$ cat config.mk
export PLATFORM = sky130hd
export DESIGN_NAME = mlp_core
export DESIGN_NICKNAME = d
export VERILOG_FILES = /design/src/rtl/mlp_core.sv
export SDC_FILE = /design/constraint.sdc
export NUM_CORES = 2
export LEC_CHECK = 0
export CAP_MARGIN = 20
export CORE_ASPECT_RATIO = 1.5
export CORE_MARGIN = 2
export CORE_UTILIZATION = 40
export DETAILED_ROUTE_END_ITERATION = 16
export PLACE_DENSITY = 0.55
export SYNTH_ARGS = -nofsm -noshare
export SYNTH_HDL_FRONTEND = slang
export SYNTH_SLANG_ARGS = --single-unit
$ cat constraint.sdc
create_clock -name clk_i -period 18.6 [get_ports clk_i]
set_clock_uncertainty 0.1 [all_clocks]
set_input_delay 1.86 -clock clk_i [delete_from_list [all_inputs] [get_ports clk_i]]
set_output_delay 1.86 -clock clk_i [all_outputs]
set_load 0.02 [all_outputs]
$ cat src/rtl/mlp_core.sv
// mlp_core: sequential two-layer perceptron (N_IN -> N_HID ReLU -> 1 linear).
// Weights arrive over a valid/ready stream. The hidden weights are at
// h*N_IN+i and the N_HID output weights follow them. Each inference pass:
// HID (one MAC per cycle) -> OUT (one MAC per cycle) -> LOSS -> [UPD] -> DONE.
// Optional feature macro: MLP_TRAIN_EN adds the UPD state, in which the output
// weights take a shifted-gradient step after every pass.
// Ports:
//   clk_i, rst_i                      clock, synchronous active-high reset
//   wload_valid_i/ready_o, data_i     weight load stream (accepted only in IDLE)
//   start_i, x_i, target_i            pass request, packed inputs, training target
//   busy_o, done_o, weights_valid_o   status; done_o pulses once per completed pass
//   y_o, loss_o                       network output and squared error, held until next pass
module mlp_core #(
    parameter int unsigned N_IN     = 4,
    parameter int unsigned N_HID    = 8,
    parameter int unsigned X_W      = 4,
    parameter int unsigned W_W      = 8,
    parameter int unsigned H_W      = 10,
    parameter int unsigned ACC_W    = 24,
    parameter int unsigned LR_SHIFT = 8
) (
    input  logic                     clk_i,
    input  logic                     rst_i,
    input  logic                     wload_valid_i,
    output logic                     wload_ready_o,
    input  logic signed [W_W-1:0]    wload_data_i,
    input  logic                     start_i,
    input  logic [N_IN*X_W-1:0]      x_i,
    input  logic signed [ACC_W-1:0]  target_i,
    output logic                     busy_o,
    output logic                     done_o,
    output logic                     weights_valid_o,
    output logic signed [ACC_W-1:0]  y_o,
    output logic [2*ACC_W-1:0]       loss_o
);

    localparam int unsigned N_HW   = N_HID * N_IN;
    localparam int unsigned N_W    = N_HW + N_HID;
    localparam int unsigned AW     = $clog2(N_W);
    localparam int unsigned IW     = (N_IN > 1) ? $clog2(N_IN) : 1;
    localparam int unsigned JW     = (N_HID > 1) ? $clog2(N_HID) : 1;
    localparam int unsigned HP_W   = X_W + 1 + W_W;
    localparam int unsigned HS_W   = HP_W + IW + 1;
    localparam int unsigned HACC_W = (HS_W > H_W + 1) ? HS_W : H_W + 2;
    localparam int unsigned OP_W   = H_W + 1 + W_W;
    localparam int unsigned OS_W   = OP_W + JW + 1;
    localparam int unsigned SUM_W  = (OS_W > ACC_W) ? OS_W : ACC_W + 1;
    localparam int unsigned ERR_W  = ACC_W + 1;
    localparam int unsigned SQ_W   = 2 * ERR_W;
    localparam int unsigned LOSS_W = 2 * ACC_W;
`ifdef MLP_TRAIN_EN
    localparam int unsigned UP_W   = ERR_W + H_W + 1;
    localparam int unsigned UD_W   = ((UP_W > W_W) ? UP_W : W_W) + 1;
`endif

    // Saturation bounds expressed at the width of the value being clamped.
    localparam logic signed [HACC_W-1:0] H_MAX = {{(HACC_W-H_W){1'b0}}, {H_W{1'b1}}};
    localparam logic signed [SUM_W-1:0]  Y_MAX = {{(SUM_W-ACC_W+1){1'b0}}, {(ACC_W-1){1'b1}}};
    localparam logic signed [SUM_W-1:0]  Y_MIN = {{(SUM_W-ACC_W+1){1'b1}}, {(ACC_W-1){1'b0}}};
`ifdef MLP_TRAIN_EN
    localparam logic signed [UD_W-1:0]   W_MAX = {{(UD_W-W_W+1){1'b0}}, {(W_W-1){1'b1}}};
    localparam logic signed [UD_W-1:0]   W_MIN = {{(UD_W-W_W+1){1'b1}}, {(W_W-1){1'b0}}};
`endif

    typedef enum logic [2:0] {
        S_IDLE,
        S_HID,
        S_OUT,
        S_LOSS,
        S_UPD,
        S_DONE
    } state_t;

    // ReLU followed by clamp to the unsigned activation range.
    function automatic logic [H_W-1:0] relu_sat(input logic signed [HACC_W-1:0] v);
        logic [H_W-1:0] r;
        if (v[HACC_W-1])   r = '0;
        else if (v > H_MAX) r = {H_W{1'b1}};
        else                r = v[H_W-1:0];
        return r;
    endfunction

    function automatic logic signed [ACC_W-1:0] sat_acc(input logic signed [SUM_W-1:0] v);
        logic signed [ACC_W-1:0] r;
        if (v > Y_MAX)      r = Y_MAX[ACC_W-1:0];
        else if (v < Y_MIN) r = Y_MIN[ACC_W-1:0];
        else                r = v[ACC_W-1:0];
        return r;
    endfunction

`ifdef MLP_TRAIN_EN
    function automatic logic signed [W_W-1:0] sat_w(input logic signed [UD_W-1:0] v);
        logic signed [W_W-1:0] r;
        if (v > W_MAX)      r = W_MAX[W_W-1:0];
        else if (v < W_MIN) r = W_MIN[W_W-1:0];
        else                r = v[W_W-1:0];
        return r;
    endfunction
`endif

    state_t                  state;
    logic signed [W_W-1:0]   w_mem [N_W];
    logic [H_W-1:0]          h_act [N_HID];
    logic [N_IN*X_W-1:0]     x_q;
    logic signed [ACC_W-1:0] target_q;
    logic signed [ACC_W-1:0] y_q;
    logic [LOSS_W-1:0]       loss_q;
    logic [AW-1:0]           wptr;
    logic [AW-1:0]           k_idx;
    logic [IW-1:0]           i_idx;
    logic [JW-1:0]           j_idx;
    logic signed [HACC_W-1:0] hacc;
    logic signed [SUM_W-1:0] ysum;
`ifdef MLP_TRAIN_EN
    logic signed [ERR_W-1:0] err_q;
`endif

    logic [X_W-1:0]          x_sel;
    logic signed [HP_W-1:0]  hprod;
    logic signed [HACC_W-1:0] hacc_next;
    logic [AW-1:0]           wo_addr;
    logic signed [OP_W-1:0]  oprod;
    logic signed [SUM_W-1:0] ysum_next;
    logic signed [ERR_W-1:0] err_c;
    logic signed [SQ_W-1:0]  sq_c;
    logic [LOSS_W-1:0]       loss_c;
`ifdef MLP_TRAIN_EN
    logic signed [UP_W-1:0]  uprod;
    logic signed [UP_W-1:0]  ushift;
    logic signed [UD_W-1:0]  unew;
`endif

    // Datapath: hidden MAC, output MAC, error/loss and optional weight step.
    always_comb begin
        x_sel     = x_q[i_idx*X_W +: X_W];
        hprod     = HP_W'($signed({1'b0, x_sel})) * HP_W'(w_mem[k_idx]);
        hacc_next = hacc + HACC_W'(hprod);
        wo_addr   = AW'(N_HW) + AW'(j_idx);
        oprod     = OP_W'($signed({1'b0, h_act[j_idx]})) * OP_W'(w_mem[wo_addr]);
        ysum_next = ysum + SUM_W'(oprod);
        err_c     = ERR_W'(y_q) - ERR_W'(target_q);
        sq_c      = SQ_W'(err_c) * SQ_W'(err_c);
        // The square is never negative, so any set bit above LOSS_W means overflow.
        loss_c    = (|sq_c[SQ_W-1:LOSS_W]) ? {LOSS_W{1'b1}} : sq_c[LOSS_W-1:0];
`ifdef MLP_TRAIN_EN
        uprod     = UP_W'(err_q) * UP_W'($signed({1'b0, h_act[j_idx]}));
        ushift    = uprod >>> LR_SHIFT;
        unew      = UD_W'(w_mem[wo_addr]) - UD_W'(ushift);
`endif
    end

    // Control FSM, storage and registered outputs.
    always_ff @(posedge clk_i) begin
        if (rst_i) begin
            state           <= S_IDLE;
            for (int n = 0; n < int'(N_W); n++) w_mem[n] <= '0;
            for (int n = 0; n < int'(N_HID); n++) h_act[n] <= '0;
            x_q             <= '0;
            target_q        <= '0;
            y_q             <= '0;
            loss_q          <= '0;
            wptr            <= '0;
            k_idx           <= '0;
            i_idx           <= '0;
            j_idx           <= '0;
            hacc            <= '0;
            ysum            <= '0;
`ifdef MLP_TRAIN_EN
            err_q           <= '0;
`endif
            wload_ready_o   <= 1'b1;
            busy_o          <= 1'b0;
            done_o          <= 1'b0;
            weights_valid_o <= 1'b0;
            y_o             <= '0;
            loss_o          <= '0;
        end else begin
            done_o <= 1'b0;
            case (state)
                S_IDLE: begin
                    if (wload_valid_i) begin
                        w_mem[wptr] <= wload_data_i;
                        if (wptr == AW'(N_W - 1)) begin
                            wptr            <= '0;
                            weights_valid_o <= 1'b1;
                        end else begin
                            wptr <= wptr + AW'(1);
                        end
                    end
                    if (start_i && weights_valid_o) begin
                        x_q           <= x_i;
                        target_q      <= target_i;
                        hacc          <= '0;
                        ysum          <= '0;
                        k_idx         <= '0;
                        i_idx         <= '0;
                        j_idx         <= '0;
                        busy_o        <= 1'b1;
                        wload_ready_o <= 1'b0;
                        state         <= S_HID;
                    end
                end
                S_HID: begin
                    hacc  <= hacc_next;
                    k_idx <= k_idx + AW'(1);
                    if (i_idx == IW'(N_IN - 1)) begin
                        h_act[j_idx] <= relu_sat(hacc_next);
                        hacc         <= '0;
                        i_idx        <= '0;
                        if (j_idx == JW'(N_HID - 1)) begin
                            j_idx <= '0;
                            state <= S_OUT;
                        end else begin
                            j_idx <= j_idx + JW'(1);
                        end
                    end else begin
                        i_idx <= i_idx + IW'(1);
                    end
                end
                S_OUT: begin
                    ysum <= ysum_next;
                    if (j_idx == JW'(N_HID - 1)) begin
                        y_q   <= sat_acc(ysum_next);
                        j_idx <= '0;
                        state <= S_LOSS;
                    end else begin
                        j_idx <= j_idx + JW'(1);
                    end
                end
                S_LOSS: begin
                    loss_q <= loss_c;
`ifdef MLP_TRAIN_EN
                    err_q  <= err_c;
                    state  <= S_UPD;
`else
                    state  <= S_DONE;
`endif
                end
`ifdef MLP_TRAIN_EN
                S_UPD: begin
                    // Only output weights live at wo_addr; hidden weights are untouched.
                    w_mem[wo_addr] <= sat_w(unew);
                    if (j_idx == JW'(N_HID - 1)) begin
                        j_idx <= '0;
                        state <= S_DONE;
                    end else begin
                        j_idx <= j_idx + JW'(1);
                    end
                end
`endif
                S_DONE: begin
                    done_o        <= 1'b1;
                    y_o           <= y_q;
                    loss_o        <= loss_q;
                    busy_o        <= 1'b0;
                    wload_ready_o <= 1'b1;
                    state         <= S_IDLE;
                end
                default: begin
                    busy_o        <= 1'b0;
                    wload_ready_o <= 1'b1;
                    state         <= S_IDLE;
                end
            endcase
        end
    end

endmodule
==> results.md <==
- The flow ran to the end, and the final reports show no timing, DRC or antenna violations.
- The share of the cycle needed by the critical path after routing is 60.4%.
- In this run the horizontal extent of the chip is 327 um.
- The actual transition at the worst max-transition pin is 1110 ps.
- The number of nets at the end of the flow is 6626.
- The worst max-slew margin expressed relative to the limit is 25.9%.
- In the post-synthesis netlist, the biggest area contributors are edfxtp_1 28%, fa_1 23%, dfxtp_1 8.3%.
- Among all flip-flop cells after synthesis, the most frequent one is edfxtp_1.
- The deepest level of the CTS H-tree is 3.
- A synthesized cell averages 11.3 um2.
- In this run the biggest area consumer among cell types represents 28.4% of the synthesized area.
- The share of the Yosys chip area taken by registers is 36.7%.
- After layout, the minimum clock period comes to 11240 ps.
- The data required time at the worst endpoint is 19030 ps.
- The slowest stage of the critical path belongs to the cell fa_1.
- The clock sink total is 850.
- The total power density per cell area is 58.6 nW/um2.
- The via count of the first global-routing pass was 44398.
- The initial antenna violation count was 3.
- The most frequent cell on the critical path is fa_1.
- Broken down by cell family, the worst path's largest delay share belongs to adder cells.
- The warning count from the yosys run is 0.
- The count of unique library cells instantiated by Yosys is 88.
- The analysis attributes to cell leakage a power of 28.6 nW.
- The post-detailed-placement half-perimeter wirelength is 133 mm.
- The TritonCTS buffer count is 88.
- Counting every instance in the synthesized netlist gives 5547.
- The post-detailed-route DRC marker count is 0.
- The max-slew violation total from the final report is 0.
- The critical path launch point type is a flip-flop.
- The count of buffering cells on the critical path with inverters included is 8.
- Buffers inserted to repair hold after CTS numbered 0.
- The cell count of the worst reg-to-reg path is 34.
- The largest incremental delay on the critical path is 960 ps.
- The number of enable flip-flop cells after synthesis is 592.
- The critical setup path kind is flip-flop to flip-flop.
- The detail-routed net length per standard cell is 23.1 um.
- Summed over all instances, the cell type with the most area after synthesis is edfxtp_1.
- The number of gates resized after CTS was 0.
- Setup violations remaining at the end of the flow were counted as 0.
- In this run the core area contains 177 standard-cell rows.
- Yosys instantiated no cell more often than inv_1.
- Max-cap violations in this run came to 0.
- Setup repair after global routing left no endpoint under its margin.
- The leftover overflow at the end of global routing is 0.
- The area growth from synthesis to layout is 10.1%.
- The pre-antenna-repair detailed-routing pass consisted of 5 iterations.
- The via count normalized by instance count is 5.29.
- The total power consumption of the routed design is 4.04 mW.
- STA classifies the critical path endpoint as a flip-flop.
- The first routing iteration left 2667 violations.
- Global routing used 22.7% of the available tracks across all layers.
- The arrival time at the worst endpoint is 11680 ps.
- In the post-route analysis, the smallest setup slack over all paths is 7360 ps.
- The final hold violation count came to 0.
- The initial core utilization is 40.3%.
- The number of buffers inserted by port buffering is 127.
- The floorplan step defined a die boundary enclosing 160000 um2.
- The top fanout value on the critical path is 45.
- The multi-input combinational cells in the finished layout cover a total of 35800 um2.
- In the final layout, the share of cells above drive strength 1 is 10.1%.
- Counting buffers and inverters, the worst setup path is 34 cells deep.
- The setup check on the worst reg-to-reg path leaves a slack of 7360 ps.
- The number of antenna diodes in the final layout is 0.
- The core box area is 155000 um2.
- The peak supply drop is 79.2 uV.
- The summed negative setup slack over all endpoints is 0 ps.
- In the synthesized netlist, the cells that appear most often are 783 x inv_1, 708 x fa_1, 592 x edfxtp_1.
- For the worst-skew pair, the clock arrives at the later sink with an insertion delay of 740 ps.
- The storage element area is 23000 um2.
- Entering global routing, the biggest net connects 78 pins.
- The final weighted congestion of routability-driven global placement is 0.908.
- For this block, the via count after detailed routing is 40808.
- After clock tree synthesis, the clock-pin slew on the worst setup and hold paths is 60 ps.
- The longest clock path from root to sink contains 3 buffers.
- The cell count of the worst hold path is 2.
- After clock tree synthesis, the setup repair step added 0 buffers.
- The class of the tightest hold or removal check is flip-flop to flip-flop.
- After synthesis the netlist holds a flip-flop and latch count of 850.
- The number of top-level design ports is 128.
- The top achievable clock speed is 0.0889 GHz.
- The first global-routing pass estimated 273 mm of wire.
- Synthesis produced a netlist with a net count of 6586.
- The height of the die is 488 um.
- The final worst hold slack is 353 ps.
- The filler cell count is 14517.
- TritonCTS built the clock tree.
- The post-synth design cell area is 62600 um2.
- The number of antenna-violating nets in the routed design is 0.
- The fraction of registers with async set/reset is 0%.
- Summed over all layers, the routed wires come to 178 mm.
- The post-placement setup slack is 7310 ps.
- The root buffer cell is clkbuf_16.
## final timing paths
path / startpoint / to
worst max-delay path: y_q[0] / loss_q[5]
worst min-delay path: loss_o[1] / loss_o[1]
worst max register to register: y_q[0] / loss_q[5]
worst min register to register: loss_o[1] / loss_o[1]
## per-layer routing
layer	GRT usage [%]	wire length, um	share of wire (%)
met1	26.7	69300	39
met2	41.5	93500	52
met3	2.86	7720	4.3
met4	9.29	7910	4.4
met5	0	11	0.0062
## final cells by class
type,instances,area share [%]
inverter,793,4.32
tap,2058,3.74
timing repair buffer,212,2.76
clock buffer,115,3.48
multi-input combinational,3642,51.9
sequential,850,33.3
clock inverter,41,0.465
## per-stage QoR
step | instances | utilization [%] | instance area, um2
6_report | 7711 | 44.4 | 68900
5_1_grt | 7711 | 44.4 | 68900
4_1_cts | 7708 | 44.4 | 68900
3_5_place_dp | 7552 | 42.6 | 66200
3_3_place_gp | 7550 | 42.6 | 66100
2_1_floorplan | 5547 | - | 62600
## sequential cells by signal (all words and copies together), names as in the netlist, 6 cells and up, named ones only
name      flops
h_act        80
k_idx         6
target_q     24
loss_o       48
y_q          24
ysum         25
y_o          24
wptr          6
w_mem       512
hacc         16
loss_q       48
x_q          16
## power breakdown
part | total [mW] | internal (mW) | switching [mW]
clock network | 1.71 | 0.917 | 0.790
logic | 0.267 | 0.0981 | 0.169
registers | 2.07 | 2.05 | 0.0125
total | 4.04 | 3.07 | 0.971
## cells in the final DEF (no fill, tap or decap), types with 20 or more instances in the layout
master	instances
inv_1	783
fa_1	708
edfxtp_1	592
nand2_1	529
nor2_1	461
and2_1	358
a21oi_1	323
ha_1	279
dfxtp_1	255
mux4_2	192
clkdlybuf4s50_1	118
clkbuf_16	90
buf_4	83
xnor2_1	68
o21ai_0	59
a21o_1	51
nand3_1	50
nand2b_1	50
or2_2	48
a211oi_2	41
xor2_1	36
nor3_1	30
nor2b_1	24
a221o_1	21
clkbuf_1	20
## kinds of logic after synthesis
group / synth area share (%)
AO/OA/AOI/OAI: 7.25
XOR/XNOR: 1.69
adder cells (fa/ha/maj): 28.3
buffers and inverters: 6.41
flip-flops: 36.7
multiplexers: 7.46
AND/OR/NAND/NOR: 12.3
## worst min-delay path, stage by stage, from the launching register on
cell and delay, ps:
dfxtp_1 310, nand2_1 50, a21oi_1 50
No activity file was read; power rests on OpenSTA's default activity.
